File: src/rtl/hpdcache_mem_write_req_arbiter_pkg.sv
// Shared types for the memory write-request arbiter.
package hpdcache_mem_write_req_arbiter_pkg;

    typedef enum logic {
        ARB_IDLE = 1'b0,
        ARB_XFER = 1'b1
    } arb_state_e;

endpackage

File: src/rtl/hpdcache_mem_write_req_arbiter_if.sv
// Request + multi-beat write-data channel bundle, N lanes wide.
// master drives valid/payload, slave drives ready; the memory side uses N=1.
interface hpdcache_mem_write_req_arbiter_if #(
    parameter int unsigned N = 2,
    parameter type hpdcache_mem_req_t = logic,
    parameter type hpdcache_mem_req_w_t = logic
);
    logic [N-1:0]        req_valid;
    logic [N-1:0]        req_ready;
    hpdcache_mem_req_t   req [N];
    logic [N-1:0]        req_wdata;
    logic [N-1:0]        data_valid;
    logic [N-1:0]        data_ready;
    hpdcache_mem_req_w_t data [N];
    logic [N-1:0]        data_last;

    modport master (
        output req_valid, req, req_wdata, data_valid, data, data_last,
        input  req_ready, data_ready
    );

    modport slave (
        input  req_valid, req, req_wdata, data_valid, data, data_last,
        output req_ready, data_ready
    );
endinterface

File: src/rtl/hpdcache_mux.sv
// Generic payload multiplexer; one-hot select (OR of gated inputs) or binary index.
module hpdcache_mux #(
    parameter int unsigned NINPUTS = 2,
    parameter type data_t = logic,
    parameter bit ONE_HOT_SEL = 1'b0,
    localparam int unsigned SEL_W = ONE_HOT_SEL ? NINPUTS
                                                : ((NINPUTS > 1) ? $clog2(NINPUTS) : 1)
) (
    input  logic [SEL_W-1:0] sel_i,
    input  data_t            data_i [NINPUTS],
    output data_t            data_o
);

    generate
        if (ONE_HOT_SEL) begin : gen_onehot
            // An all-zero select yields zero, which keeps idle outputs quiet.
            always_comb begin
                data_o = '0;
                for (int i = 0; i < NINPUTS; i++) begin
                    if (sel_i[i]) data_o = data_o | data_i[i];
                end
            end
        end else begin : gen_binary
            assign data_o = data_i[sel_i];
        end
    endgenerate

endmodule

File: src/rtl/hpdcache_rrarb.sv
// Round-robin arbiter with one-hot grant; only built with HPDCACHE_MEM_WRITE_ARB_RR_EN.
`ifdef HPDCACHE_MEM_WRITE_ARB_RR_EN
module hpdcache_rrarb #(
    parameter int unsigned N = 2
) (
    input  logic         clk_i,
    input  logic         rst_ni,
    input  logic [N-1:0] req_i,
    input  logic         upd_i,
    input  logic [N-1:0] upd_gnt_i,
    output logic [N-1:0] gnt_o
);

    // The pointer is held as a mask of eligible-first requesters (bit i set when i >= ptr);
    // all ones is pointer 0.
    logic [N-1:0] mask_q, mask_d;
    logic [N-1:0] masked_req, pick_from;
    logic         seen;

    assign masked_req = req_i & mask_q;
    assign pick_from  = (|masked_req) ? masked_req : req_i;

    always_comb begin
        gnt_o = '0;
        for (int i = N - 1; i >= 0; i--) begin
            if (pick_from[i]) begin
                gnt_o    = '0;
                gnt_o[i] = 1'b1;
            end
        end
    end

    // Next pointer is the requester after the winner; past N-1 it wraps to 0 (all ones).
    always_comb begin
        mask_d = mask_q;
        seen   = 1'b0;
        if (upd_i) begin
            for (int i = 0; i < N; i++) begin
                mask_d[i] = seen;
                seen      = seen | upd_gnt_i[i];
            end
            if (mask_d == '0) mask_d = '1;
        end
    end

    always_ff @(posedge clk_i or negedge rst_ni) begin
        if (!rst_ni) mask_q <= '1;
        else         mask_q <= mask_d;
    end

endmodule
`endif

File: src/rtl/hpdcache_mem_write_req_arbiter.sv
// Grants the memory request + write-data channels to one of N requesters per transaction.
// Define HPDCACHE_MEM_WRITE_ARB_RR_EN for round-robin; otherwise lowest index wins.
module hpdcache_mem_write_req_arbiter
    import hpdcache_mem_write_req_arbiter_pkg::*;
#(
    parameter int unsigned N = 2,
    parameter type hpdcache_mem_req_t = logic,
    parameter type hpdcache_mem_req_w_t = logic
) (
    input  logic                                    clk_i,
    input  logic                                    rst_ni,
    hpdcache_mem_write_req_arbiter_if.slave         arb,
    hpdcache_mem_write_req_arbiter_if.master        mem,
    output logic [N-1:0]                            gnt_o
);

    arb_state_e   state_q, state_d;
    logic [N-1:0] gnt_q, gnt_d;
    logic [N-1:0] arb_gnt;
    logic         req_done_q, req_done_d;
    logic         data_done_q, data_done_d;
    logic         mem_req_valid, mem_data_valid, mem_data_last;
    logic [N-1:0] arb_req_ready, arb_data_ready;
    logic         req_fin, data_fin;

`ifdef HPDCACHE_MEM_WRITE_ARB_RR_EN
    logic ptr_upd;

    assign ptr_upd = (state_q == ARB_XFER) & req_fin & data_fin;

    hpdcache_rrarb #(
        .N (N)
    ) rrarb_i (
        .clk_i     (clk_i),
        .rst_ni    (rst_ni),
        .req_i     (arb.req_valid),
        .upd_i     (ptr_upd),
        .upd_gnt_i (gnt_q),
        .gnt_o     (arb_gnt)
    );
`else
    always_comb begin
        arb_gnt = '0;
        for (int i = N - 1; i >= 0; i--) begin
            if (arb.req_valid[i]) begin
                arb_gnt    = '0;
                arb_gnt[i] = 1'b1;
            end
        end
    end
`endif

    // NOTE: every signal written here gets a default first, so no path through the case infers a latch.
    always_comb begin
        state_d        = state_q;
        gnt_d          = gnt_q;
        req_done_d     = req_done_q;
        data_done_d    = data_done_q;
        mem_req_valid  = 1'b0;
        mem_data_valid = 1'b0;
        arb_req_ready  = '0;
        arb_data_ready = '0;
        req_fin        = 1'b0;
        data_fin       = 1'b0;

        case (state_q)
            ARB_IDLE: begin
                if (|arb.req_valid) begin
                    state_d     = ARB_XFER;
                    gnt_d       = arb_gnt;
                    req_done_d  = 1'b0;
                    // A request without write data has no data phase to wait for.
                    data_done_d = ~|(arb_gnt & arb.req_wdata);
                end
            end

            ARB_XFER: begin
                mem_req_valid  = |(gnt_q & arb.req_valid) & ~req_done_q;
                mem_data_valid = |(gnt_q & arb.data_valid) & ~data_done_q;
                arb_req_ready  = gnt_q & {N{mem.req_ready[0] & ~req_done_q}};
                arb_data_ready = gnt_q & {N{mem.data_ready[0] & ~data_done_q}};

                req_fin  = req_done_q | (mem_req_valid & mem.req_ready[0]);
                data_fin = data_done_q | (mem_data_valid & mem.data_ready[0] & mem_data_last);

                req_done_d  = req_fin;
                data_done_d = data_fin;

                if (req_fin & data_fin) begin
                    state_d     = ARB_IDLE;
                    gnt_d       = '0;
                    req_done_d  = 1'b0;
                    data_done_d = 1'b0;
                end
            end

            default: state_d = ARB_IDLE;
        endcase
    end

    // NOTE: registered state uses non-blocking assignments so every flop samples pre-edge values.
    always_ff @(posedge clk_i or negedge rst_ni) begin
        if (!rst_ni) begin
            state_q     <= ARB_IDLE;
            gnt_q       <= '0;
            req_done_q  <= 1'b0;
            data_done_q <= 1'b0;
        end else begin
            state_q     <= state_d;
            gnt_q       <= gnt_d;
            req_done_q  <= req_done_d;
            data_done_q <= data_done_d;
        end
    end

    hpdcache_mux #(
        .NINPUTS     (N),
        .data_t      (hpdcache_mem_req_t),
        .ONE_HOT_SEL (1'b1)
    ) req_mux_i (
        .sel_i  (gnt_q),
        .data_i (arb.req),
        .data_o (mem.req[0])
    );

    hpdcache_mux #(
        .NINPUTS     (N),
        .data_t      (hpdcache_mem_req_w_t),
        .ONE_HOT_SEL (1'b1)
    ) data_mux_i (
        .sel_i  (gnt_q),
        .data_i (arb.data),
        .data_o (mem.data[0])
    );

    assign mem_data_last   = |(gnt_q & arb.data_last);
    assign mem.req_wdata   = |(gnt_q & arb.req_wdata);
    assign mem.req_valid   = mem_req_valid;
    assign mem.data_valid  = mem_data_valid;
    assign mem.data_last   = mem_data_last;
    assign arb.req_ready   = arb_req_ready;
    assign arb.data_ready  = arb_data_ready;
    assign gnt_o           = gnt_q;

endmodule

File: src/flat_wrapper.sv
// flat-port wrapper written by rule: the top's interface ports become plain ports
module hpdcache_mem_write_req_arbiter_flat import hpdcache_mem_write_req_arbiter_pkg::*;
#(
    parameter int unsigned N = 2,
    parameter type hpdcache_mem_req_t = logic,
    parameter type hpdcache_mem_req_w_t = logic
)
  (clk_i, rst_ni, gnt_o, arb_req_valid, arb_req, arb_req_wdata, arb_data_valid, arb_data, arb_data_last, arb_req_ready, arb_data_ready, mem_req_valid, mem_req, mem_req_wdata, mem_data_valid, mem_data, mem_data_last, mem_req_ready, mem_data_ready);
  hpdcache_mem_write_req_arbiter_if #(.N(N), .hpdcache_mem_req_t(hpdcache_mem_req_t), .hpdcache_mem_req_w_t(hpdcache_mem_req_w_t)) arb_i ();
  hpdcache_mem_write_req_arbiter_if #(.N(N), .hpdcache_mem_req_t(hpdcache_mem_req_t), .hpdcache_mem_req_w_t(hpdcache_mem_req_w_t)) mem_i ();
  input  logic clk_i;
  input  logic rst_ni;
  output logic [N-1:0] gnt_o;
  input wire logic [$bits(arb_i.req_valid)-1:0] arb_req_valid;
  input wire logic [$bits(arb_i.req)-1:0] arb_req;
  input wire logic [$bits(arb_i.req_wdata)-1:0] arb_req_wdata;
  input wire logic [$bits(arb_i.data_valid)-1:0] arb_data_valid;
  input wire logic [$bits(arb_i.data)-1:0] arb_data;
  input wire logic [$bits(arb_i.data_last)-1:0] arb_data_last;
  output wire logic [$bits(arb_i.req_ready)-1:0] arb_req_ready;
  output wire logic [$bits(arb_i.data_ready)-1:0] arb_data_ready;
  output wire logic [$bits(mem_i.req_valid)-1:0] mem_req_valid;
  output wire logic [$bits(mem_i.req)-1:0] mem_req;
  output wire logic [$bits(mem_i.req_wdata)-1:0] mem_req_wdata;
  output wire logic [$bits(mem_i.data_valid)-1:0] mem_data_valid;
  output wire logic [$bits(mem_i.data)-1:0] mem_data;
  output wire logic [$bits(mem_i.data_last)-1:0] mem_data_last;
  input wire logic [$bits(mem_i.req_ready)-1:0] mem_req_ready;
  input wire logic [$bits(mem_i.data_ready)-1:0] mem_data_ready;
  assign arb_i.req_valid = arb_req_valid;
  assign arb_i.req = {>>{arb_req}};
  assign arb_i.req_wdata = arb_req_wdata;
  assign arb_i.data_valid = arb_data_valid;
  assign arb_i.data = {>>{arb_data}};
  assign arb_i.data_last = arb_data_last;
  assign arb_req_ready = arb_i.req_ready;
  assign arb_data_ready = arb_i.data_ready;
  assign mem_req_valid = mem_i.req_valid;
  assign mem_req = {>>{mem_i.req}};
  assign mem_req_wdata = mem_i.req_wdata;
  assign mem_data_valid = mem_i.data_valid;
  assign mem_data = {>>{mem_i.data}};
  assign mem_data_last = mem_i.data_last;
  assign mem_i.req_ready = mem_req_ready;
  assign mem_i.data_ready = mem_data_ready;
  hpdcache_mem_write_req_arbiter #(.N(N), .hpdcache_mem_req_t(hpdcache_mem_req_t), .hpdcache_mem_req_w_t(hpdcache_mem_req_w_t)) u_core (.clk_i(clk_i), .rst_ni(rst_ni), .arb(arb_i), .mem(mem_i), .gnt_o(gnt_o));
endmodule
File: config.mk
export PLATFORM = sky130hd
export DESIGN_NAME = hpdcache_mem_write_req_arbiter_flat
export DESIGN_NICKNAME = d
export VERILOG_FILES = /design/src/rtl/hpdcache_mem_write_req_arbiter_pkg.sv /design/src/rtl/hpdcache_mem_write_req_arbiter_if.sv /design/src/rtl/hpdcache_mux.sv /design/src/rtl/hpdcache_rrarb.sv /design/src/rtl/hpdcache_mem_write_req_arbiter.sv /design/src/flat_wrapper.sv
export SDC_FILE = /design/constraint.sdc
export NUM_CORES = 1
export LEC_CHECK = 0
export ABC_AREA = 1
export BUFFER_PORTS_ARGS = -buffer_cell sky130_fd_sc_hd__buf_4
export CORE_MARGIN = 5
export CORE_UTILIZATION = 35
export DETAILED_ROUTE_END_ITERATION = 7
export PLACE_DENSITY = 0.73
export SLEW_MARGIN = 20
export SYNTH_ARGS = -nofsm -noshare
export SYNTH_HDL_FRONTEND = slang
export SYNTH_SLANG_ARGS = --single-unit
File: constraint.sdc
create_clock -name clk_i -period 0.9 [get_ports clk_i]
set_input_delay 0.045 -clock clk_i [delete_from_list [all_inputs] [get_ports clk_i]]
set_output_delay 0.045 -clock clk_i [all_outputs]
set_load 0.01 [all_outputs]
# Word level (Yosys, flattened, before mapping)
# Cells that the tools add are included.
classes:
  bitwise: 22
  muxes: 22
  n_eq_ne: 2
  reduce_logical: 8
ops:
  columns: ["op", "count"]
  rows:
  - ["$and A2 B2 Y2", 7]
  - ["$mux W1", 12]
  - ["$mux W2", 6]
  - ["$reduce_or A2 Y1", 6]
  - ["$and A1 B1 Y1", 8]
  - ["$pmux W1 S2", 3]
  - ["$or A1 B1 Y1", 4]
  - ["$pmux W2 S2", 1]
  - ["$not A1 Y1", 3]
  - ["$ne A2 B1 Y1 const B", 1]
  - ["$ne A2 B2 Y1 const B", 1]
  - ["$reduce_and A2 Y1", 1]
  - ["$logic_not A1 Y1", 1]
word_totals:
  ff_bits: 5
  inputBits: 18
  elab_cells: 58

# Depth between registers and ports, before layout
logic_depth:
  word_depth: 9
  ltp_mapped: 8
  mapped_depth_nobuf: 7

# By module
# A second synthesis with hierarchy kept.
unflattened:
  cells_unflattened: 72
  hier_area_um2: 460.4
by_module_without_submodules:
  columns: ["module", "cells_each", "n_inst", "seq_area_each_um2", "area_per_inst_um2"]
  rows:
  - ["hpdcache_mem_write_req_arbiter", 66, 1, 125.1, 437.9]
  - ["hpdcache_mux", 3, 2, 0.0, 11.3]

# Least setup slack after synthesis
# OpenSTA, ideal clock, no wires.
synth_timing:
  path_type: "register to register"
  startpoint: "register u_core.gnt_q[1] (netlist: u_core.gnt_o[1])"
  endpoint: "register u_core.gnt_q[0] (netlist: u_core.gnt_o[0])"
  required_ns: 0.783
  n_path_buf: 1
  slack_ns: -0.195
  arrival_time_ns: 0.978
  period_less_slack_ns: 1.095
  path_stages_with_launch: 9
  path_cell_list: "dfrtp_1 -> buf_4 -> nand2_1 -> nand2_2 -> nand3_2 -> nand2_2 -> nand3_2 -> nand3_1 -> nand2_1"
synth_via:
  elab_chain_len: 9
  elab_cells_between_ends: 16
  cone_classes: "eq/ne: 1; bitwise: 11; reduce/logical: 4"
synth_rtl:
  columns: ["item", "line_no", "source"]
  rows:
  - ["start, declared", "hpdcache_mem_write_req_arbiter.sv:18", "logic [N-1:0] gnt_q, gnt_d;"]
  - ["start signal, assigned", "hpdcache_mem_write_req_arbiter.sv:110", "gnt_q <= gnt_d;"]
  - ["$and A2 B2 Y2", "hpdcache_mem_write_req_arbiter.sv:79", "mem_data_valid = |(gnt_q & arb.data_valid) & ~data_done_q;"]
  - ["$reduce_or A2 Y1", "hpdcache_mem_write_req_arbiter.sv:79", null]
  - ["$and A1 B1 Y1", "hpdcache_mem_write_req_arbiter.sv:79", null]
  - ["$and A1 B1 Y1 (2 in series)", "hpdcache_mem_write_req_arbiter.sv:84", "data_fin = data_done_q | (mem_data_valid & mem.data_ready[0] & mem_data_last);"]
  - ["$or A1 B1 Y1", "hpdcache_mem_write_req_arbiter.sv:84", null]
  - ["$and A1 B1 Y1 *", "hpdcache_mem_write_req_arbiter.sv:89", "if (req_fin & data_fin) begin"]
  - ["$ne A2 B2 Y1 (no source line) *", null, null]
  - ["$reduce_and A2 Y1 (no source line) *", null, null]
# Mark *: on every way between the ends. The rest lies on a longest branch, timed or not.
# A chain may end at the register's enable or synchronous reset.

# Worst setup path after layout
layout_timing:
  startpoint: "register u_core.data_done_q"
  endpoint: "output arb_data_ready[0]"
layout_via:
  elab_chain_len: 4
layout_rtl:
  columns: ["item", "line_no", "source"]
  rows:
  - ["start, declared", "hpdcache_mem_write_req_arbiter.sv:21", "logic data_done_q, data_done_d;"]
  - ["start signal, assigned", "hpdcache_mem_write_req_arbiter.sv:112", "data_done_q <= data_done_d;"]
  - ["$not A1 Y1", "hpdcache_mem_write_req_arbiter.sv:81", "arb_data_ready = gnt_q & {N{mem.data_ready[0] & ~data_done_q}};"]
  - ["$and A1 B1 Y1", "hpdcache_mem_write_req_arbiter.sv:81", null]
  - ["$and A2 B2 Y2", "hpdcache_mem_write_req_arbiter.sv:81", null]
  - ["$mux W2", "hpdcache_mem_write_req_arbiter.sv:66", "case (state_q)"]
  - ["end, declared", "flat_wrapper.sv:21", "output wire logic [$bits(arb_i.data_ready)-1:0] arb_data_ready;"]
# Every way passes these cells.

==> impl_results.md <==
* Final GP Congestion at 0.864
* Total Wirelength at 1.76 mm
* CTS Buf Count at 3
* Maximum Capacitance Violations at 0
* Max clock buf depth at 2
* Htree depth at 1
* Antenna Diode Count at 0
* Cells after Synth at 73
* Avg Synthesized Cell Area at 6.84 um2
* Crit path max-delay family: flip-flops
* Busiest layer in global routing: met2
* Endpoints failing setup at 16
* First-pass GRT wire length at 2.70 mm
* Highest clock rate at 0.827 GHz
* Clock transition at the registers of the reported paths at 40 ps
* Met2 Usage GRT at 30.3%
* First-pass DRT Iterations at 4
* Initial Utilization at 37.9%
* Ratio of cells with drive above 1 in the final layout at 73.2%
* DRC errors left at 0
* Clk_skew at 3.52 ps
* Via count at 609
* DRT iter0 DRCs at 5
* RSZ-0062 raised after global routing: true
* Design area at 975 um2
* Core Area at 0.00132 mm2
* CP max stage delay at 410 ps
* Routed len/inst at 13.8 um
* Detailed Place HPWL at 1.19 mm
* Mean number of vias per cell at 4.80
* Sequential cell area fraction in the yosys report at 25.1%
* Peak supply drop at 1.57 mV
* Largest net degree at the start of global routing at 9
* GRT Util Overall at 17.3%
* Non-filler cells, final at 127
* Max FO, Critical Path at 2
* Period Utilization, post-route at 134%
* Status: finished with violations
* M1 GR Usage at 17.8%
* Initial antenna violation count at 0
* Port bufs at 27
* Minimum clock period at 1210 ps
* Comb pwr share at 74.3%
* Die Height at 47.8 um
* Worst setup path class: register to output port
* Switching Fraction at 43.5%
* Root Driver: clkbuf_4
* Hold WC Path Type: input pin to register
* Total net switching power at 1210 uW
* Layout area overhead at 95.2%
* CP Cell Sequence: nor2_2 -> inv_1 -> nor3_2 -> buf_4
* Clock sink total at 5
* GRT overflow at 0
* CP endpoint kind: output port
* I/O Pins at 36
* Failing checks: setup timing
* DRT antenna net count at 0
* GR met3 Demand/Resource at 7.14%
* Die X-Extent at 47.8 um
* CP required at 850 ps
* Register share of total power at 16.5%
* P_leak at 0.000522 uW
* Fin. Hold Viols at 0
* # nets final at 131
* Placed Area at 713 um2
* Crit path max-delay cell type: dfrtp_1
* Placed Instances at 116
* Clk_lat worst skew at 240 ps
* Crit path arrival time at 1160 ps
* Pint at 1570 uW
* Vias in the first global route at 631
* Die area at 0.00228 mm2
* Synthesized flop and latch total at 5
* Synthesized cell area at 499 um2
* Final worst slack at -309 ps
* Synth Warn # at 2
* Power Dens Cells at 2860 mW/mm2
* CP bufs+invs at 2
* Critical path startpoint category: register
* Count of cell types in the netlist at 17
* Slew Viols, Final at 0
* Clock power frac at 9.3%
* CTS tree: built
* Cell row count at 13
worst register-to-register path: stages (launching register included):
cell and delay (ps):
dfrtp_1 410, nor2_2 140, buf_4 120, nand3_2 100, nand2_4 100, nand3_4 80
nand3_2 60, nand2_1 50
area by class of cell:
type	count	area, um2
multi-input cells	51	387
repair buffers	43	375
fillers	92	343
flip-flops and latches	5	129
inverters	9	38.8
clock buffers	4	26.3
well taps	15	18.8
cell usage in the layout, fill, tap and decap left out:
| cell type | synthesis | routed |
|---|---|---|
| a21oi_1 | 1 | 1 |
| a22o_2 | 3 | 2 |
| a22o_4 | 0 | 1 |
| a31oi_2 | 0 | 1 |
| buf_12 | 0 | 1 |
| buf_4 | 12 | 31 |
| buf_6 | 1 | 10 |
| clkbuf_1 | 0 | 1 |
| clkbuf_4 | 0 | 3 |
| conb_1 | 1 | 6 |
| dfrtp_1 | 5 | 2 |
| dfrtp_2 | 0 | 3 |
| dlygate4sd3_1 | 0 | 1 |
| inv_1 | 8 | 3 |
| inv_2 | 1 | 4 |
| inv_4 | 0 | 2 |
| nand2_1 | 17 | 9 |
| nand2_2 | 4 | 3 |
| nand2_4 | 0 | 9 |
| nand3_1 | 7 | 3 |
| nand3_2 | 2 | 5 |
| nand3_4 | 0 | 1 |
| nor2_1 | 3 | 2 |
| nor2_2 | 0 | 1 |
| nor3_1 | 5 | 1 |
| nor3_2 | 0 | 4 |
| o21ai_1 | 1 | 1 |
| o21ai_2 | 1 | 1 |
stage by stage:
stage	hold WS (ps)	total power, uW	util, %	setup WS (ps)	TNS, ps
finish	76.7	2780	74.0	-309	-4050
floorplan	-251	1320	-	-174	-823
global route	102	3000	74.0	-341	-4810
global placement	-149	1740	54.1	-144	-1240
detailed placement	-149	1780	54.1	-179	-1460
CTS	67.0	2520	69.2	-299	-3890
power groups by stage:
stage | Clock, uW | Combinational, uW | Sequential (uW)
6_report | 258 | 2070 | 458
5_1_grt | 282 | 2250 | 469
4_1_cts | 267 | 1810 | 444
3_5_place_dp | 0 | 1340 | 433
3_3_place_gp | 0 | 1320 | 425
2_1_floorplan | 0 | 904 | 416
path summary, 6_finish.rpt:
check | start | end | slack (ps) | cells past startpoint
max reg2reg | u_core.data_done_q$_DFFE_PN0P_ | u_core.gnt_o[1]$_DFFE_PN0P_ | -280 | 7
max in group asynchronous | rst_ni | u_core.gnt_o[1]$_DFFE_PN0P_ | 640 | 2
min reg2reg | u_core.req_done_q$_DFFE_PN0P_ | u_core.req_done_q$_DFFE_PN0P_ | 640 | 3
min in group asynchronous | rst_ni | u_core.data_done_q$_DFFE_PN0P_ | 140 | 2
max | u_core.data_done_q$_DFFE_PN0P_ | arb_data_ready[0] | -310 | 4
min | arb_req_valid[0] | u_core.gnt_o[0]$_DFFE_PN0P_ | 80 | 3
cells by family (layout without fill, tap and decap cells):
logic type	after synthesis	count (layout)	share of synthesized area (%)
flip-flops	5	5	25.1
AO/OA/AOI/OAI	7	7	11.0
other	1	6	0.751
AND/OR/NAND/NOR	38	38	36.1
buffers and inverters	22	56	27.1
state kept, by name (all words and copies together), names as in the netlist:
name / cells
u_core.gnt_o: 2
u_core.req_done_q: 1
u_core.data_done_q: 1
u_core.state_q: 1
layer usage:
metal  vias up  routed length [um]
met2        37                 874
met4         0                  48
met3         6                 208
met5         -                   0
li1        297                   -
met1       269                 625
cells in the mapped netlist:
master   count  area [um2]
a21oi_1      1        5.00
a22o_2       3        30.0
a31oi_1      1        6.26
buf_4       12        90.1
buf_6        1        11.3
conb_1       1        3.75
dfrtp_1      5         125
inv_1        8        30.0
inv_2        1        3.75
nand2_1     17        63.8
nand2_2      4        25.0
nand3_1      7        35.0
nand3_2      2        20.0
nor2_1       3        11.3
nor3_1       5        25.0
o21ai_1      1        5.00
o21ai_2      1        8.76
repair_timing:
| action | 4_1_cts | 5_1_grt |
|---|---|---|
| setup endpoints to repair | 16 | 17 |
| setup buffers | 5 | 2 |
| resized for setup | 28 | 18 |
| pin swaps | 10 | 7 |
| hold buffers | 1 | 0 |
| hold endpoints to repair | 5 | 0 |
(Power assumes the default switching activity.)
